===== config.mk =====
export PLATFORM = sky130hd
export DESIGN_NAME = snake_frame_reader
export DESIGN_NICKNAME = d
export VERILOG_FILES = /design/src/rtl/snake_frame_reader.sv
export SDC_FILE = /design/constraint.sdc
export NUM_CORES = 1
export LEC_CHECK = 0
export ABC_AREA = 1
export BUFFER_PORTS_ARGS = -buffer_cell sky130_fd_sc_hd__buf_4
export CORE_MARGIN = 2
export CORE_UTILIZATION = 40
export CTS_BUF_LIST = sky130_fd_sc_hd__clkbuf_2
export DETAILED_ROUTE_END_ITERATION = 7
export PLACE_DENSITY = 0.7
export REMOVE_ABC_BUFFERS = 1
export SYNTH_ARGS = -nofsm -noshare
export SYNTH_HDL_FRONTEND = slang
export SYNTH_SLANG_ARGS = --single-unit

===== constraint.sdc =====
create_clock -name clock -period 2.87 [get_ports clock]
set_input_delay 0.287 -clock clock [delete_from_list [all_inputs] [get_ports clock]]
set_output_delay 0.287 -clock clock [all_outputs]
set_load 0.05 [all_outputs]

===== src/rtl/snake_frame_reader.sv =====
// Raster-scans the snake grid into a cell framebuffer once per draw window.
// Optional macro SNAKE_BORDER_EN paints the outer ring of cells with colour 3'b111.
module snake_frame_reader #(
  parameter int GRID_W = 32,
  parameter int GRID_H = 24
) (
  input  logic        clock,
  input  logic        reset,
  input  logic        isDrawing,
  input  logic [31:0] rstage,
  output logic        wr_valid,
  input  logic        wr_ready,
  output logic [9:0]  wr_addr,
  output logic [2:0]  wr_color,
  output logic        frame_done,
  output logic        overrun,
  output logic [31:0] stage_q
);

  localparam int XW = (GRID_W > 1) ? $clog2(GRID_W) : 1;
  localparam int YW = (GRID_H > 1) ? $clog2(GRID_H) : 1;

  typedef enum logic [1:0] {IDLE, SCAN, DONE} state_t;

  state_t          r_state, w_next;
  logic            r_draw_q;
  logic            r_overrun;
  logic [XW-1:0]   r_x;
  logic [YW-1:0]   r_y;
  logic [31:0]     r_stage;

  logic w_start, w_accept, w_x_end, w_y_end, w_last, w_abort;

  assign w_start  = isDrawing && !r_draw_q;
  assign w_accept = (r_state == SCAN) && wr_ready;
  assign w_x_end  = (r_x == XW'(GRID_W - 1));
  assign w_y_end  = (r_y == YW'(GRID_H - 1));
  assign w_last   = w_accept && w_x_end && w_y_end;

  // Completion wins over a window closing on the same cycle.
  always_comb begin
    w_next  = r_state;
    w_abort = 1'b0;
    case (r_state)
      IDLE: if (w_start) w_next = SCAN;
      SCAN: begin
        if (w_last) w_next = DONE;
        else if (!isDrawing) begin
          w_next  = IDLE;
          w_abort = 1'b1;
        end
      end
      DONE:    w_next = IDLE;
      default: w_next = IDLE;
    endcase
  end

  always_ff @(posedge clock) begin
    if (reset) r_state <= IDLE;
    else       r_state <= w_next;
  end

  always_ff @(posedge clock) begin
    if (reset) begin
      r_draw_q  <= 1'b0;
      r_overrun <= 1'b0;
      r_x       <= '0;
      r_y       <= '0;
      r_stage   <= '0;
    end else begin
      r_draw_q <= isDrawing;
      if (w_abort) r_overrun <= 1'b1;
      if (r_state == IDLE && w_start) begin
        r_stage <= rstage;
        r_x     <= '0;
        r_y     <= '0;
      end else if (w_accept) begin
        if (w_x_end) begin
          r_x <= '0;
          r_y <= w_y_end ? '0 : r_y + 1'b1;
        end else begin
          r_x <= r_x + 1'b1;
        end
      end
    end
  end

  assign wr_valid   = (r_state == SCAN);
  assign frame_done = (r_state == DONE);
  assign overrun    = r_overrun;
  assign stage_q    = r_stage;
  assign wr_addr    = 10'(int'(r_y) * GRID_W + int'(r_x));

`ifdef SNAKE_BORDER_EN
  logic w_border;
  // Gated by SCAN so the idle colour stays at its reset value.
  assign w_border = (r_state == SCAN) &&
                    ((r_x == '0) || w_x_end || (r_y == '0) || w_y_end);
  assign wr_color = w_border ? 3'b111 : r_stage[2:0];
`else
  assign wr_color = r_stage[2:0];
`endif

endmodule


Word level (Yosys, flattened, before mapping)
Cells that the tools add are included.

Register bits after elaboration: 46.

Reduce and logical (&&, ||, !) cells: 10. $add $sub $neg: 3. Equal/unequal tests: 6. Mux-type cells: 9.

Operator list (count): adder 10 x 5 -> 10 bit (1); adder 5 x 1 -> 5 bit (second input constant) (2); equality test 5 bit (second input constant) (2); two-way mux 5 bit (2); two-way mux 2 bit (3); logical AND 1 bit (5); one-hot mux 2 bit (2 select lines) (1); AND reduction 2 bit (2); two-way mux 1 bit (3); inequality test 3 x 2 -> 1 bit (second input constant) (1); equality test 2 x 1 -> 1 bit (second input constant) (1); equality test 2 bit (second input constant) (1); zero test 2 bit (1); inequality test 2 bit (second input constant) (1); OR reduction 2 bit (1); zero test 1 bit (1).

Depth between registers and ports, before layout
Gate-level depths: netlist of run 1.

Depth in word-level cells: 6. Gate-level depth with buffers: 9.

Worst setup path before layout of run 1
OpenSTA, ideal clock, no wires.

Path type: reg2reg. Start: register r_x[0]. End: register r_y[3]. Library setup time: 111 ps. Setup slack: 1072 ps. Cell stages (with the launch flop): 10. Arrival: 1687 ps. Buffers on the path: 0. Cells stage by stage: dfxtp_1 > ha_1 > inv_1 > nor2_1 > ha_1 > nand4_1 > nor2_1 > nand2_1 > nand2_1 > nor2_2.

Cells in the longest elaborated chain, start to end: 2.

RTL lines: start: declaration (line 28) `logic [XW-1:0] r_x;`; start signal: assignment (line 82) `r_x <= r_x + 1'b1;`; equality test 5 bit (line 36) `assign w_x_end = (r_x == XW'(GRID_W - 1));`; AND reduction 2 bit (no source line); end signal: assignment (line 80) `r_y <= w_y_end ? '0 : r_y + 1'b1;`; end: declaration (line 29) `logic [YW-1:0] r_y;`.

No other way between the ends. A chain may end at the register's enable or synchronous reset.

Worst setup path after layout of run 1
Start: register r_state[1]. End: output wr_valid.

Cells in the longest elaborated chain, start to end: 1.

RTL lines: start: declaration (line 25) `state_t r_state, w_next;`; start signal: assignment (line 60) `else r_state <= w_next;`; equality test 2 x 1 -> 1 bit (line 88) `assign wr_valid = (r_state == SCAN);`; end: declaration (line 11) `output logic wr_valid,`.

No other way between the ends.

==> results of run 1 <==
-- sequential cells by signal, summed over array words and instances (netlist names) --
| register | cells |
|---|---|
| r_draw_q | 1 |
| r_y | 5 |
| r_state | 2 |
| stage_q | 32 |
| r_x | 5 |
| overrun | 1 |
-- worst min path at each step --
stage	to	cells past startpoint	from
floorplan	overrun$_SDFFE_PP0P_	1	reset
global placement	overrun$_SDFFE_PP0P_	2	overrun$_SDFFE_PP0P_
detailed placement	overrun$_SDFFE_PP0P_	2	overrun$_SDFFE_PP0P_
CTS	overrun$_SDFFE_PP0P_	2	reset
global route	stage_q[14]$_SDFFE_PP0P_	3	rstage[14]
finish	stage_q[13]$_SDFFE_PP0P_	3	rstage[13]
-- logic make-up (layout without fill, tap and decap cells) --
group / Yosys count / count (layout)
buf+inv: 24 / 105
simple gates: 112 / 112
flops: 46 / 46
fa+ha+maj: 3 / 3
compound gates: 42 / 42
xor+xnor: 3 / 3
-- cells in the mapped netlist, drive strengths merged --
master | number | area [µm²]
ha | 3 | 37.5
nand2 | 22 | 85.1
nand4 | 1 | 6.26
dfxtp | 46 | 921
buf | 7 | 61.3
nor2 | 81 | 317
nor3 | 3 | 15.0
o21ai | 35 | 175
inv | 12 | 47.6
nand3 | 5 | 55.1
a21oi | 7 | 35.0
clkbuf | 5 | 21.3
xor2 | 3 | 26.3
-- critical path, stage by stage (launching register included) --
cell and delay, ns:
dfxtp_1 0.37, inv_1 0.13, nand2_1 0.12, inv_1 0.07
buf_4 0.19
-- area by class of cell --
class,instances,area [µm²]
fillers,438,1890
inverters,12,47.5
repair buffers,85,641
flip-flops and latches,46,921
well taps,52,65.1
clock buffers,6,30.0
clock inverters,2,8.76
multi-input cells,160,752
-- per-layer routing --
metal | vias up | share of wire [%] | GRT usage (%)
li1 | 885 | - | -
met1 | 728 | 42 | 18.7
met2 | 62 | 47 | 25.1
met3 | 2 | 10 | 6.41
met4 | 0 | 0.67 | 6.92
met5 | - | 0 | 0
-- power breakdown --
group          switching (mW)  internal [mW]
sequential             0.0231          0.681
clock                   0.194         0.0601
combinational           0.238          0.116
total                   0.456          0.857
-- cell usage in the layout (no fill, tap or decap) --
| cell type | n |
|---|---|
| buf_4 | 84 |
| nor2_1 | 78 |
| dfxtp_1 | 46 |
| o21ai_0 | 34 |
| nand2_1 | 21 |
| inv_1 | 11 |
| a21oi_1 | 7 |
| clkbuf_2 | 6 |
| nor3_1 | 3 |
| xor2_1 | 3 |
| ha_1 | 3 |
| nor2_2 | 2 |
| nand3_4 | 2 |
| nand3_1 | 2 |
| inv_4 | 1 |
| nor2_4 | 1 |
| nand2_2 | 1 |
| nand3_2 | 1 |
| nand4_1 | 1 |
| o21ai_1 | 1 |
| clkinv_1 | 1 |
| clkinv_2 | 1 |
| dlygate4sd3_1 | 1 |
-- what timing repair did --
action / CTS / global route
resized for setup: 0 / 0
hold endpoints to repair: 0 / 2
hold buffers: 0 / 1
==> impl_summary.md, run 1 <==
Status
The run finished with clean final reports.

GRT
The total overflow left after global routing is 0. The pin count of the biggest net entering global routing is 37. The initial antenna violation count is 0. The first global-routing pass estimated 6380 µm of wire. The via count of the first global-routing pass came to 1464.

The global routing usage summed across all routing layers is 15.7%.

Final layout
The final layout contains 349 nets. For this run, the number of standard cells in the final layout without fillers is 363. The final cell area excluding filler cells is 2460 µm². The antenna cell count is 0. In the final layout, the share of cells above drive strength 1 is 31.8%. The area overhead of the layout relative to synthesis is 36.7%. At the end of the flow the core is filled with cells to 56.6%.

Timing
The final-report setup violation count is 0. Setup repair after global routing left no endpoint under its margin. The post-route clock period utilization is 54.2%. Setup slack on the critical path of the routed design comes to 1.31 ns.

The headroom to the max-slew limit is 74.4%. The worst hold margin is 0.128 ns. The final number of max-transition violations is 0.

Subtracting the final worst setup slack from the clock period gives 1.56 ns. The timing-limited maximum frequency is 643 MHz. The final hold violation count is 0. The slew at the pin closest to its max-slew limit is 0.383 ns. The post-route setup TNS is 0 ns.

On the final layout, the worst clock skew is 0.0215 ns.

Floorplanning
The vertical die dimension is 71.1 µm. The count of standard-cell rows is 24. The chip width is 71.1 µm. The die covers 5060 µm².

The starting density of the core is 41.4%. Pin placement for this block handled 84 I/O pins. The area of the placeable core is 4350 µm².

Drt
The final routed wire length divided by cell count is 10.8 µm. The pre-antenna-repair detailed-routing pass consisted of 4 iterations. Wires add up to 3910 µm. The DRC violation total after the first TritonRoute iteration is 61.

The average vias per placed instance is 4.62. The number of nets still failing antenna checks after routing is 0. The post-detailed-route DRC marker count is 0. For this block, the via count after detailed routing is 1677.

Placed design
The post-place setup slack is 1.33 ns. The count of buffers added on input and output ports is 83. The sum of net half-perimeters after detailed placement is 2820 µm. The number of placed instances, taps included, is 354. In this run the cell area measured after placement is 2420 µm². The congestion estimate from routability-driven global placement came to 0.833.

Worst setup path
Data on the critical path is required at its endpoint by 2.58 ns. Of all nets on the critical path, the largest fanout is 4. The most critical setup path has its startpoint at r_state[1]$_SDFFE_PP0P_.

The worst setup path is captured at an output port. The kind of critical path is register to output port. In this run the critical register-to-register path is captured at r_state[0]$_SDFFE_PP0P_.

The startpoint identified for the worst register-to-register timing path is r_x[0]$_SDFFE_PP0N_. The end point of the critical path is wr_valid. STA puts the critical path data arrival time at 1.27 ns. The startpoint type of the worst setup path is a register. The number of cells on the worst reg-to-reg path is 9.

The worst-case register-to-register setup slack is 1.33 ns.

Logic synthesis
During synthesis, Yosys emitted a total of 0 warnings. The cell area after technology mapping is 1800 µm². Summing the areas of all compound-gate instances in the mapped netlist gives 11.7% of the synthesized area.

The multiplexer fraction of the synthesized cell area is 0%. The share of synthesized cell area in and, or, nand and nor gates is 26.5%. The synthesized design contains 46 register bits. The XOR/XNOR share of the synthesized area is 1.46%. Sequential cells were found to cover 51.1% of the synthesized design area. The synthesized netlist devotes 2.08% of its cell area to adder and majority cells. The average cell area after synthesis is 7.84 µm². In the synthesized netlist, the number of instances is 230. By area, the combinational part of the netlist is dominated by simple AND/OR/NAND/NOR gates.

The number of distinct library cells after synthesis is 23.

Power and ir drop
The worst ir drop on vdd is 314 µV. The overall power after layout is 1.31 mW. Dividing total power by cell area gives a power density of 533 nW/µm².

The total leakage power is 1.15 nW.

CTS
The number of buffers added for setup after CTS is 0. Clock-pin slew was measured on the worst setup and hold paths at 0.23 ns. The clock buffer count from CTS is 5. The depth of the CTS H-tree is 2.

The library cell used as clock root buffer is clkbuf_2. TritonCTS built the clock tree. The clock sink total is 46. The worst-skew pair later-pin latency is 0.39 ns. The maximum root-to-sink buffer count is 2.

Worst hold path
The classification of the worst-slack hold path is primary input to register.

Job
The max-capacitance violation count is 0.
No activity file was read; power rests on OpenSTA's default activity.
==> inputs of run 2 (changes only) <==
--- a/config.mk
+++ b/config.mk
@@ -5,13 +5,13 @@
 export SDC_FILE = /design/constraint.sdc
 export NUM_CORES = 1
 export LEC_CHECK = 0
-export ABC_AREA = 1
+export ABC_AREA = 0
 export BUFFER_PORTS_ARGS = -buffer_cell sky130_fd_sc_hd__buf_4
 export CORE_MARGIN = 2
 export CORE_UTILIZATION = 40
 export CTS_BUF_LIST = sky130_fd_sc_hd__clkbuf_2
 export DETAILED_ROUTE_END_ITERATION = 7
-export PLACE_DENSITY = 0.7
+export PLACE_DENSITY = 0.73
 export REMOVE_ABC_BUFFERS = 1
 export SYNTH_ARGS = -nofsm -noshare
 export SYNTH_HDL_FRONTEND = slang
==> constraint.sdc (replaced) <==
create_clock -name clock -period 1.4 [get_ports clock]
set_input_delay 0.14 -clock clock [delete_from_list [all_inputs] [get_ports clock]]
set_output_delay 0.14 -clock clock [all_outputs]
set_load 0.05 [all_outputs]
==> run 2 against run 1 <==
Compared with the run above: the flow now finishes with violations (negative setup slack); core utilization up 25 points; clock skew shrank 0.0038 ns; combinational power grew to 2.6 times the previous value; wire length grew 66%; total power increased by 140%; via count increased by 24%; die area grew 1.6%; clock-buffer cell count unchanged; register-to-register slack worse by 1.5 ns; design area up 45%.
==> impl_summary.md, run 2 <==
Final layout
The antenna cell count is 0 (unchanged). The filler cell count was 235 (-46%). The area occupied by multi-input gates is 1130 µm² (+51%). The register cell area after layout came to 926 µm² (+0.54%). The commonest non-fill, non-tap cell in the layout is buf_4. The filler-free cell count of the finished design is 410 (+13%). The number of flip-flops in the largest register is 32 (unchanged).

From synthesis to final layout, the design area changed by 95.2%. The number of nets in the layout was 396 (+13%). The proportion of layout cells with a drive suffix above 1 is 55.9% (+24 points).

In the layout the commonest cells are 100 x buf_4, 42 x dfxtp_1, 40 x nand2_1.

GRT
The pin count of the biggest net entering global routing was 26 (-30%). The via count of the first global-routing pass is 1856 (+27%). The global routing usage summed across all routing layers is 20.3% (+4.5 points). The global-route wire length before repair is 8330 µm (+31%). The initial antenna violation count is 0 (unchanged). The total overflow reported by the global router is 0 (unchanged).

Worst setup path
The reg-to-reg endpoint is r_x[2]$_SDFFE_PP0N_. The number of cells on the worst reg-to-reg path is 5 (-4). The delay of the slowest cell on the worst path is 0.51 ns (+0.14 ns).

Walking the worst path, the cells encountered are ha_4, and3_4, ha_4, or4b_1, a21oi_2. The worst setup path is of the register to register kind. STA classifies the critical path endpoint as a register.

The critical-path cell with the highest stage delay is or4b_1. The biggest fanout along the worst timing path was 5 (+1). The most numerous cell on the critical path is ha_4.

The worst setup path is launched from a register. The data required time of the critical path came to 1.78 ns (-0.80 ns). The data arrival time of the critical path is 1.99 ns (+0.72 ns). The worst-case register-to-register setup slack came to -0.21 ns (-1.54 ns). The worst register-to-register path begins at r_x[0]$_SDFFE_PP0N_.

Drt
The final routed wire length divided by cell count came to 15.8 µm (+47%). The detailed-routing iteration count for the pre-antenna-repair pass is 6 (+2). The average vias per placed instance is 5.09 (+10%). The vias after detailed routing is 2087 (+24%). The post-detailed-route DRC marker count is 0 (unchanged). The DRC violation total after the first TritonRoute iteration is 77 (+26%).

The number of nets still failing antenna checks after routing is 0 (unchanged). The total wire length after detailed routing is 6500 µm (+66%).

Floorplanning
The boundary pin count is 84 (unchanged). The starting density of the core came to 41.8% (+0.40 points). The count of standard-cell rows came to 24 (unchanged). The chip width is 71.7 µm (+0.79%). The area of the placeable core is 4380 µm² (+0.69%). The die area is 5140 µm² (+1.6%). The vertical die dimension is 71.7 µm (+0.79%).

CTS
The depth of the CTS H-tree was 2 (unchanged). The clock buffer count from CTS was 5 (unchanged). The clock tree from TritonCTS is done. The maximum root-to-sink buffer count is 2 (unchanged). The clock slew at the register clock pins of the worst setup and hold paths is 0.22 ns (about the same).

The worst-skew pair later-pin latency is 0.44 ns (+0.05 ns). The root buffer cell chosen for the clock tree is clkbuf_2. The clock sink total is 46 (unchanged).

Worst hold path
The classification of the worst-slack hold path is primary input to register. The worst hold path begins at wr_ready. The worst hold path terminates at r_x[3]$_SDFFE_PP0N_. The depth of the worst hold-timing path is 4 (+1).

Logic synthesis
The count of synthesis-stage warnings from yosys is 0 (unchanged). The average cell area after synthesis came to 8.53 µm² (+8.8%). The cell area after technology mapping is 1830 µm² (+1.7%). The area fraction in compound gates after synthesis is 14.1% (+2.5 points). After synthesis, the most frequently instantiated cells are 69 x nand2_1, 46 x dfxtp_1, 40 x a21oi_1.

The flop and latch count out of synthesis was 46 (unchanged). The fraction of the mapped netlist area in adder cells is 2.05% (-0.034 points). The XOR/XNOR share of the synthesized area is 0% (-1.5 points). The main combinational cell family by area after synthesis is simple AND/OR/NAND/NOR gates. The number of distinct library cells after synthesis was 28 (+22%). The count of mapped cells out of synthesis is 215 (-6.5%).

By area the synthesized netlist is led by dfxtp_1 50%, nand2_1 14%, a21oi_1 11%, buf_6 2.5%, ha_1 2.0%. The number of enable-type register cells in the synthesized netlist is 0 (unchanged). The proportion of synthesized flip-flops having asynchronous set or reset was 0% (unchanged). The share of synthesized cell area in and, or, nand and nor gates is 25.1% (-1.4 points). The most instantiated flip-flop cell in the synthesis netlist is dfxtp_1.

The most frequent cell after synthesis is nand2_1. The share of the synthesized area in the top cell type is 50.2% (-0.84 points). The cell type contributing the most total cell area after synthesis is dfxtp_1.

The multiplexer fraction of the synthesized cell area was 1.64% (+1.6 points). The portion of the post-synthesis area used by sequential elements is 50.2% (-0.84 points).

Timing
The headroom to the max-slew limit is 76.9% (+2.5 points). The final number of max-transition violations is 0 (unchanged). The post-route setup TNS is -2.62 ns (-2.62 ns).

The post-route worst setup slack is -0.208 ns (-1.52 ns). The final hold violation count is 0 (unchanged). The worst clock skew is 0.0177 ns (-0.00383 ns). In the finished design, the share of the clock period the worst path needs comes to 115%. Setup repair after global routing could not meet its margin everywhere. The final-report setup violation count is 34 (+34). The timing-limited maximum frequency is 622 MHz.

The shortest clock period the worst path allows after layout is 1.61 ns. The slew at the pin closest to its max-slew limit is 0.347 ns (-0.0368 ns).

Placed design
The sum of net half-perimeters after detailed placement is 3150 µm (+12%). The number of input and output port buffers inserted is 83 (unchanged). The number of cells in the design after placement is 355 (+0.28%). The weighted congestion at the end of routability-driven global placement was 0.858 (+3.0%).

Power and ir drop
The worst ir drop on vdd is 694 µV (+120%). The total leakage power was 1.62 nW (+41%). The power density of the placed cells is 868 nW/µm² (+63%).

Job
The max-capacitance violation count was 0 (unchanged).

Status
The final reports fail on negative setup slack. The run finished, with violations left.
## run 2: changes by cell type in the layout (fill, tap and decap cells not counted), moves of 19 or more
cell,before,now
a21oi_2,0,27
o21ai_0,34,5
nand2_1,21,40
dlygate4sd3_1,1,34
nor2_1,78,3
nand2_4,0,19
## run 2: repair_timing
item | in CTS | in global routing
gates cloned | 0 | 6
pin swaps | 13 | 46
hold buffers | 34 | 0
gates resized for setup | 15 | 85
buffers inserted | 2 | 6
setup endpoints to repair | 47 | 44
hold endpoints to repair | 35 | 0
## run 2: final cells by class
| class | instances | area share [%] |
|---|---|---|
| timing repair buffer | 151 | 38.4 |
| clock inverter | 2 | 1.05 |
| tap | 52 | 1.82 |
| sequential | 46 | 25.9 |
| multi-input combinational | 149 | 31.6 |
| inverter | 4 | 0.420 |
| clock buffer | 6 | 0.839 |
## run 2: critical path, delay by kind of cell (launching register included)
| kind | cells | cell delay [ns] |
|---|---|---|
| and+or+nand+nor | 2 | 0.69 |
| DFF | 1 | 0.39 |
| adders and majority gates | 2 | 0.32 |
| AOI/OAI and AO/OA | 1 | 0.16 |
## run 2: how the worst max path moves through the flow
stage	depth (start not counted)	slack (ns)	endpoint	start
4_1_cts	7	-0.19	r_y[2]$_SDFFE_PP0P_	r_x[0]$_SDFFE_PP0N_
2_1_floorplan	6	-0.83	r_y[3]$_SDFFE_PP0P_	r_x[0]$_SDFFE_PP0N_
6_report	5	-0.21	r_x[2]$_SDFFE_PP0N_	r_x[0]$_SDFFE_PP0N_
3_5_place_dp	6	-0.38	r_y[3]$_SDFFE_PP0P_	r_x[0]$_SDFFE_PP0N_
3_3_place_gp	6	-0.34	r_y[3]$_SDFFE_PP0P_	r_x[0]$_SDFFE_PP0N_
5_1_grt	7	-0.26	r_y[2]$_SDFFE_PP0P_	r_x[0]$_SDFFE_PP0N_
## run 2: cells by family (layout without fill, tap and decap cells)
kind of cell,count (synthesis),count (layout)
simple gates,94,94
compound gates,49,49
flops,46,46
buf+inv,20,163
fa+ha+maj,3,3
mux,3,3
## run 2: stage by stage
| stage | hold WS, ns | util (%) | power (mW) | instance area, µm² | worst slack, ns |
|---|---|---|---|---|---|
| 2_1_floorplan | 0.209 | - | 1.78 | 1720 | -0.828 |
| 4_1_cts | 0.0745 | 70.7 | 2.89 | 3100 | -0.194 |
| 3_3_place_gp | 0.387 | 59.6 | 2.06 | 2620 | -0.344 |
| 6_report | 0.0821 | 81.6 | 3.10 | 3580 | -0.208 |
| 3_5_place_dp | 0.395 | 59.6 | 2.07 | 2620 | -0.381 |
| 5_1_grt | 0.0617 | 81.6 | 3.21 | 3580 | -0.264 |
## run 2: where the power goes
part / internal [mW] / switching [mW]
logic: 0.406 / 0.523
registers: 1.38 / 0.0481
clock network: 0.308 / 0.444
total: 2.09 / 1.01
## run 2: per-layer routing
metal,global-route usage (%),routed length (µm),vias up
li1,-,-,1000
met1,24.9,2590,999
met2,32.9,3360,75
met5,0,0,-
met4,7.34,99,0
met3,7.17,449,13
==> inputs of run 3 (changes only) <==
--- a/config.mk
+++ b/config.mk
@@ -11,7 +11,7 @@
 export CORE_UTILIZATION = 40
 export CTS_BUF_LIST = sky130_fd_sc_hd__clkbuf_2
 export DETAILED_ROUTE_END_ITERATION = 7
-export PLACE_DENSITY = 0.73
+export PLACE_DENSITY = 0.7
 export REMOVE_ABC_BUFFERS = 1
 export SYNTH_ARGS = -nofsm -noshare
 export SYNTH_HDL_FRONTEND = slang
==> constraint.sdc (replaced) <==
create_clock -name clock -period 1.5 [get_ports clock]
set_input_delay 0.15 -clock clock [delete_from_list [all_inputs] [get_ports clock]]
set_output_delay 0.15 -clock clock [all_outputs]
set_load 0.05 [all_outputs]
==> run 3 against run 2 <==
Compared with the run above: the flow still finishes with violations (negative setup slack); sequential power is 7% lower; critical path depth is 2 lower; die area stayed put; register-to-register slack better by 0.09 ns; hold slack worse by 0.051 ns; clock skew is 0.0036 ns higher.
==> impl_summary.md, run 3 (synthesis gave the netlist of run 2 again) <==
Status
The flow ran to the end, but the final reports show violations. The checks that failed: negative setup slack.

Power and ir drop
The total leakage power was 1.37 nW (-15%). The overall power after layout is 2.49 mW (-20%). The worst ir drop on vdd is 614 µV (-11%). The power density of the placed cells is 823 nW/µm² (-5.2%).

Final layout
The antenna cell count is 0 (unchanged). From synthesis to final layout, the design area changed by 65.1%. The filler-free cell count of the finished design is 394 (-3.9%). The utilization after layout is 69.0% (-13 points). The proportion of layout cells with a drive suffix above 1 is 35.7% (-20 points). The library cell used most frequently in the layout, excluding fill and tap cells, is buf_4. The register cell area after layout is 923 µm² (-0.27%). The number of nets in the layout came to 380 (-4.0%). The area occupied by multi-input gates is 842 µm² (-26%). In the layout the commonest cells are 97 x buf_4, 69 x nand2_1, 44 x dfxtp_1. The filler cell count came to 352 (+50%). The number of flip-flops in the largest register was 32 (unchanged).

Timing
The shortest clock period the worst path allows after layout is 1.63 ns. The slew at the pin closest to its max-slew limit is 0.410 ns (+0.0630 ns). The timing-limited maximum frequency is 612 MHz. Setup repair after global routing could not meet its margin everywhere. The final hold violation count is 0 (unchanged). The final-report setup violation count was 10 (-71%). The headroom to the max-slew limit is 72.7% (-4.2 points). The final number of max-transition violations came to 0 (unchanged). The post-route worst setup slack is -0.134 ns (+0.0742 ns). The worst clock skew came to 0.0212 ns (+0.00355 ns). The worst hold margin is 0.0307 ns (-0.0513 ns).

Dividing the final minimum period by the clock period gives 109%.

Drt
The average vias per placed instance is 4.88 (-4.2%). The vias after detailed routing is 1922 (-7.9%). The final routed wire length divided by cell count came to 13.2 µm (-17%).

The number of nets still failing antenna checks after routing came to 0 (unchanged). The post-detailed-route DRC marker count is 0 (unchanged). The detailed-routing iteration count for the pre-antenna-repair pass is 4 (-2). The DRC violation total after the first TritonRoute iteration is 70 (-9.1%).

The total wire length after detailed routing is 5180 µm (-20%).

Floorplanning
The boundary pin count is 84 (unchanged). The starting density of the core was 41.8% (unchanged). The chip width is 71.7 µm (unchanged). The die area is 5140 µm² (unchanged). The area of the placeable core came to 4380 µm² (unchanged). The vertical die dimension is 71.7 µm (unchanged). The count of standard-cell rows was 24 (unchanged).

Worst setup path
The data required time of the critical path is 1.35 ns (-0.43 ns). The reg-to-reg startpoint is r_x[1]$_SDFFE_PP0N_. The reg-to-reg endpoint is r_state[1]$_SDFFE_PP0P_. The critical path in this run is classified as register to output port. The data arrival time of the critical path is 1.48 ns (-0.51 ns).

STA classifies the critical path endpoint as an output port. The biggest fanout along the worst timing path is 6 (+1). The number of cells on the worst reg-to-reg path came to 7 (+2). The startpoint type of the worst setup path is a register. The worst-case register-to-register setup slack came to -0.12 ns (+0.09 ns).

CTS
The clock buffer count from CTS is 5 (unchanged). The clock slew at the register clock pins of the worst setup and hold paths is 0.24 ns (+0.02 ns). The worst-skew pair later-pin latency is 0.40 ns (-0.04 ns). The maximum root-to-sink buffer count was 2 (unchanged). TritonCTS built the clock tree. Clock tree synthesis selected as its root buffer the cell clkbuf_2. The depth of the CTS H-tree was 2 (unchanged). The clock sink total is 46 (unchanged).

Placed design
The sum of net half-perimeters after detailed placement is 3060 µm (-2.8%). The weighted congestion at the end of routability-driven global placement is 0.815 (-5.1%). The number of input and output port buffers inserted is 83 (unchanged).

The number of cells in the design after placement is 351 (-1.1%).

GRT
The via count of the first global-routing pass came to 1887 (+1.7%). The pin count of the biggest net entering global routing came to 39 (+50%). The global routing usage summed across all routing layers is 20.5% (+0.25 points). The global-route wire length before repair is 8450 µm (+1.5%). The initial antenna violation count came to 0 (unchanged). The total overflow reported by the global router is 0 (unchanged).

Worst hold path
The min-delay analysis places its worst path in the category primary input to register. The hold path startpoint is isDrawing. The depth of the worst hold-timing path is 2 (-2).

For hold timing, the worst endpoint is r_draw_q$_SDFF_PP0_.

Job
The max-capacitance violation count was 0 (unchanged).
-- run 3: final cells by class --
cell class / count / share of cell area, %
Clock buffer: 6 / 0.992
Tap cell: 52 / 2.15
Multi-Input combinational cell: 149 / 27.8
Timing Repair Buffer: 135 / 37.7
Sequential cell: 46 / 30.5
Clock inverter: 2 / 0.289
Inverter: 4 / 0.496
-- run 3: stage by stage --
step | setup slack, ns | setup TNS (ns) | instance area [µm²]
floorplan | -0.728 | -26.20 | 1720
global placement | -0.228 | -1.66 | 2580
detailed placement | -0.305 | -2.43 | 2580
CTS | -0.145 | -0.861 | 3020
global route | -0.221 | -1.87 | 3030
finish | -0.134 | -0.718 | 3030
-- run 3: critical path: stages, from the launching register on --
cell and delay [ns]:
dfxtp_1 0.39, buf_4 0.18, nor2b_1 0.26, buf_4 0.25
-- run 3: power by group --
part           total, mW  switching, mW  leakage (nW)  internal (mW)
logic              0.665          0.394         0.965          0.270
registers           1.32         0.0332         0.377           1.28
clock network      0.509          0.394        0.0304          0.115
-- run 3: routing by layer --
layer | vias up | part of all wire (%) | track usage, %
li1 | 970 | - | -
met1 | 878 | 43 | 24.3
met2 | 67 | 48 | 35.5
met3 | 7 | 8.6 | 7.74
met4 | 0 | 0.89 | 4.40
met5 | - | 0 | 0
-- run 3: worst max-delay path by stage --
stage / startpoint / end / slack [ns] / depth (start not counted)
after global routing: r_x[1]$_SDFFE_PP0N_ / r_state[1]$_SDFFE_PP0P_ / -0.22 / 7
final: r_state[0]$_SDFFE_PP0P_ / wr_valid / -0.13 / 3
after detailed placement: r_x[0]$_SDFFE_PP0N_ / r_y[3]$_SDFFE_PP0P_ / -0.30 / 6
after global placement: r_x[0]$_SDFFE_PP0N_ / r_y[3]$_SDFFE_PP0P_ / -0.23 / 6
after CTS: r_x[1]$_SDFFE_PP0N_ / r_state[1]$_SDFFE_PP0P_ / -0.15 / 7
after floorplan: r_x[0]$_SDFFE_PP0N_ / r_y[3]$_SDFFE_PP0P_ / -0.73 / 6
-- run 3: what timing repair did --
| item | in CTS | in global routing |
|---|---|---|
| setup endpoints to repair | 12 | 41 |
| setup buffers | 2 | 1 |
| pin swaps | 17 | 7 |
| gates resized for setup | 12 | 1 |
| hold buffers | 32 | 0 |
| hold endpoints to repair | 32 | 0 |
